**config.mk**
```make
export PLATFORM = sky130hd
export DESIGN_NAME = fifo_credit_based
export DESIGN_NICKNAME = d
export VERILOG_FILES = /design/src/rtl/fifo_credit_based.sv
export SDC_FILE = /design/constraint.sdc
export NUM_CORES = 1
export LEC_CHECK = 0
export ABC_CLOCK_PERIOD_IN_PS = 5700
export CORE_ASPECT_RATIO = 1.4
export CORE_MARGIN = 10
export CORE_UTILIZATION = 35
export DETAILED_ROUTE_END_ITERATION = 8
export GPL_ROUTABILITY_DRIVEN = 0
export GPL_TIMING_DRIVEN = 0
export PLACE_DENSITY = 0.64
export SYNTH_ARGS = -nofsm -noshare
export SYNTH_HDL_FRONTEND = slang
export SYNTH_SLANG_ARGS = --single-unit
```
**constraint.sdc**
```tcl
create_clock -name clk -period 5.7 [get_ports clk]
set_input_delay 1.14 -clock clk [delete_from_list [all_inputs] [get_ports clk]]
set_output_delay 1.14 -clock clk [all_outputs]
set_load 0.005 [all_outputs]
```
**src/rtl/fifo_credit_based.sv**
```systemverilog
// Per-input-port receive FIFO for the credit-based router: show-ahead head flit to all
// output crossbars, one registered credit pulse upstream per consumed flit.
module fifo_credit_based #(
  parameter int DATA_WIDTH = 32,
  parameter int DEPTH      = 4
) (
  input  logic                  clk,
  input  logic                  reset,
  input  logic [DATA_WIDTH-1:0] RX,
  input  logic                  valid_in,
  input  logic                  read_en_N,
  input  logic                  read_en_E,
  input  logic                  read_en_W,
  input  logic                  read_en_S,
  input  logic                  read_en_L,
  output logic                  credit_out,
  output logic                  empty_out,
  output logic                  full_out,
  output logic                  overflow_err,
  output logic [DATA_WIDTH-1:0] Data_out
);

  localparam int PTR_W = (DEPTH > 1) ? $clog2(DEPTH) : 1;
  localparam logic [PTR_W:0]   FULL_CNT = (PTR_W+1)'(DEPTH);
  localparam logic [PTR_W:0]   CNT_ONE  = (PTR_W+1)'(1);
  localparam logic [PTR_W-1:0] PTR_ONE  = PTR_W'(1);

  logic [DATA_WIDTH-1:0] r_mem [DEPTH];
  logic [PTR_W-1:0]      r_rd_ptr;
  logic [PTR_W-1:0]      r_wr_ptr;
  logic [PTR_W:0]        r_count;
  logic                  r_credit;
  logic                  r_overflow;

  logic [4:0]            w_read_vec;
  logic                  w_read_req;
  logic                  w_empty;
  logic                  w_full;
  logic                  w_pop;
  logic                  w_push;
  logic [PTR_W:0]        w_count_next;

  assign w_read_vec = {read_en_N, read_en_E, read_en_W, read_en_S, read_en_L};
  // Several output ports asserting together still consume only the single head flit.
  assign w_read_req = |w_read_vec;

  assign w_empty = (r_count == '0);
  assign w_full  = (r_count == FULL_CNT);
  assign w_pop   = w_read_req & ~w_empty;
  // A full FIFO can still accept a write when the head is leaving in the same cycle.
  assign w_push  = valid_in & (~w_full | w_pop);

  always_comb begin
    w_count_next = r_count;
    case ({w_push, w_pop})
      2'b10:   w_count_next = r_count + CNT_ONE;
      2'b01:   w_count_next = r_count - CNT_ONE;
      default: w_count_next = r_count;
    endcase
  end

  always_ff @(posedge clk or posedge reset) begin
    if (reset) begin
      r_rd_ptr   <= '0;
      r_wr_ptr   <= '0;
      r_count    <= '0;
      r_credit   <= 1'b0;
      r_overflow <= 1'b0;
    end else begin
      r_count    <= w_count_next;
      r_credit   <= w_pop;
      r_overflow <= valid_in & w_full & ~w_pop;
      if (w_push) r_wr_ptr <= r_wr_ptr + PTR_ONE;
      if (w_pop)  r_rd_ptr <= r_rd_ptr + PTR_ONE;
    end
  end

  genvar gi;
  generate
    for (gi = 0; gi < DEPTH; gi++) begin : g_entry
      always_ff @(posedge clk or posedge reset) begin
        if (reset) begin
          r_mem[gi] <= '0;
        end else if (w_push && (r_wr_ptr == PTR_W'(gi))) begin
          r_mem[gi] <= RX;
        end
      end
    end
  endgenerate

  assign Data_out     = r_mem[r_rd_ptr];
  assign empty_out    = w_empty;
  assign full_out     = w_full;
  assign credit_out   = r_credit;
  assign overflow_err = r_overflow;

endmodule
```
==> impl_metrics.toml <==
[drt]
drtAntennaViolNets = 0
via_per_inst = 4.85
remaining_drc_errors = 0
drt_iter0_markers = 189
firstDrtPassIters = 4
drt_wl_total_um = 13200
vias = 3389
wl_per_cell_um = 18.9

[cts]
clk_latency_ns = 0.41
h-tree-depth = 4
post_cts_resized = 0
clock_path_buffers = 2
holdBufCountCts = 0
cts.sinks = 137
cts_setup_buffers = 0
numCtsBuffers = 17
cts.reportedPaths.clkPinSlew_ns = 0.06
cts_tree = "done"
cts_root_buffer = "clkbuf_16"

[final_layout]
area_delta_synth_final_pct = 27.2
fillers = 1511
fin_util = 0.458
design_area_mm2 = 0.00773
drive_gt1_frac = 0.464
nets = 499

[die]
die-height_um = 176
die_x_um = 131
dieArea_mm2 = 0.0231
pin_count = 76
start_util = 0.360
coreArea_mm2 = 0.0169
rows = 56

[yosys]
synthXorXnorAreaFrac = 0.00865
synth_edf_count = 0
synthSimpleGateAreaFrac = 0.0117
synth.top_cell.area_share = 0.564
synth_top_family_by_area = "multiplexers"
synth_warnings = 0
synthesis.instances = 358
synth_top_cell_by_area = "dfrtp_1"
ys_top_cells_by_count = "dfrtp_1, mux2_2, mux4_2"
synth_flop_cell = "dfrtp_1"
synth_most_common_cell = "dfrtp_1"
synth.area.top_cells = "dfrtp_1, mux2_2, mux4_2"
synthesis.area_mm2 = 0.00608
yosys.area_share.adder = 0.0136
synth.avg_cell_area_um2 = 17.0
async_flop_share = 1.00
ys_types = 23
synth_compound_area_frac = 0.00824
synth_seq_area_share = 0.564
ys_ff_latch = 137
synthMuxAreaShare = 0.359
synth_nets = 404

[timing]
tightest_slew_ns = 0.806
drv_slew = 0
max_slew_margin = 0.460
rsz0062_at_grt = "false"
hold_viol_final = 0
setup_tns_ns = 0
hold_slack_ns = 0.488
period_needed_ns = 3.74
setup_viol = 0
finalCritPeriodShare = 0.657
fin_skew_ns = 0.00641
fmax_mhz = 267
finalWorstSetupSlack_ns = 1.96

[critical_path]
crit_required_ns = 4.56
start_kind = "register"
cp_max_fo = 10
critPathArrivalTime_ns = 2.60
critPathCaptureType = "output port"
path_class = "register to output port"

[global_route]
grt_overflow = 0
antenna_found_initial = 1
grt_max_degree = 83
grt_util_all_layers = 0.120
grt_pass1_vias = 3839
grt_first_pass_wirelength_um = 21600

[placed_design]
post-place-ws_ns = 2.25
port_buffers = 75
dp_hpwl_um = 9250
place_area_mm2 = 0.00715

[job]
cap_violations = 0

[outcome]
status = "finished, final reports clean"

[worst_hold_path]
hold_path_class = "register to register"

[pwr]
irDropWorstVdd_mv = 0.243
p_leak_uw = 0.00313
p_per_area_mw_per_mm2 = 625
==> final timing paths <==
path,from,to,slack (ns),cells after the start
worst max-delay path,r_rd_ptr[1],Data_out[8],1.96,4
worst min-delay path,r_count[2],r_count[2],0.49,1
worst max register to register,r_count[0],r_count[2],3.46,8
worst min register to register,r_count[2],r_count[2],0.49,1
max in group asynchronous,reset,r_mem[48],3.79,3
min in group asynchronous,reset,r_mem[26],1.15,2
==> registers in the layout, indices dropped and copies added, names as in the netlist <==
signal	flops
r_count	3
r_rd_ptr	2
credit_out	1
r_mem	128
overflow_err	1
r_wr_ptr	2
==> stage by stage <==
step,cells,total power (uW)
6_report,699,4830
4_1_cts,698,4920
5_1_grt,698,5150
3_5_place_dp,666,3840
3_3_place_gp,665,3760
2_1_floorplan,358,2950
==> kinds of logic (layout without fill, tap and decap cells) <==
family	Yosys count	in the layout
AND/OR/NAND/NOR	10	10
other	0	1
AO/OA/AOI/OAI	7	7
multiplexers	162	162
flip-flops	137	137
adder cells (fa/ha/maj)	6	6
buffers and inverters	30	138
XOR/XNOR	6	6
==> cell type report <==
class | count | area, um^2 | area share
tap | 232 | 290 | 0.0376
sequential | 137 | 3430 | 0.444
clock buffer | 18 | 439 | 0.0568
clock inverter | 14 | 139 | 0.0180
multi-input combinational | 191 | 2440 | 0.316
antenna | 1 | 2.50 | 0.000324
timing repair buffer | 76 | 778 | 0.101
buffer | 20 | 170 | 0.0220
inverter | 10 | 42.5 | 0.00550
==> report_power, final <==
| group | leakage (uW) | total, uW | switching, uW | internal, uW |
|---|---|---|---|---|
| Clock | 0.000264 | 1060 | 439 | 620 |
| Combinational | 0.00125 | 2050 | 724 | 1330 |
| Sequential | 0.00162 | 1720 | 244 | 1470 |
| Total | 0.00313 | 4830 | 1410 | 3420 |
==> layout by cell type, fill, tap and decap left out <==
cell,instances
clkbuf_8,1
inv_6,5
a31oi_1,4
buf_16,1
nor2_1,1
mux4_2,32
dfrtp_1,137
clkinvlp_4,6
buf_2,4
nor3b_2,1
clkbuf_16,17
nor3_1,1
and2_2,1
clkbuf_1,4
clkdlybuf4s50_1,75
inv_1,9
a211oi_1,1
nor4_4,1
ha_1,5
a21o_2,1
a31o_2,1
and3_1,1
buf_6,12
bufinv_16,1
mux2_2,129
nand2_1,4
fa_1,1
inv_8,1
xnor2_1,3
mux2i_1,1
clkinv_4,2
diode_2,1
xor2_1,3
==> worst max-delay path, stage by stage (launching register included) <==
cell	delay (ns)
dfrtp_1	0.33
clkbuf_1	0.31
clkbuf_1	0.65
mux4_2	0.43
clkdlybuf4s50_1	0.47
==> routing by layer <==
layer | share of wire | GRT usage | vias up
met4 | 0.015 | 0.0460 | 0
met3 | 0.047 | 0.0368 | 12
li1 | - | - | 1507
met5 | 0 | 0 | -
met2 | 0.51 | 0.207 | 62
met1 | 0.42 | 0.136 | 1808
(Power assumes the default switching activity.)
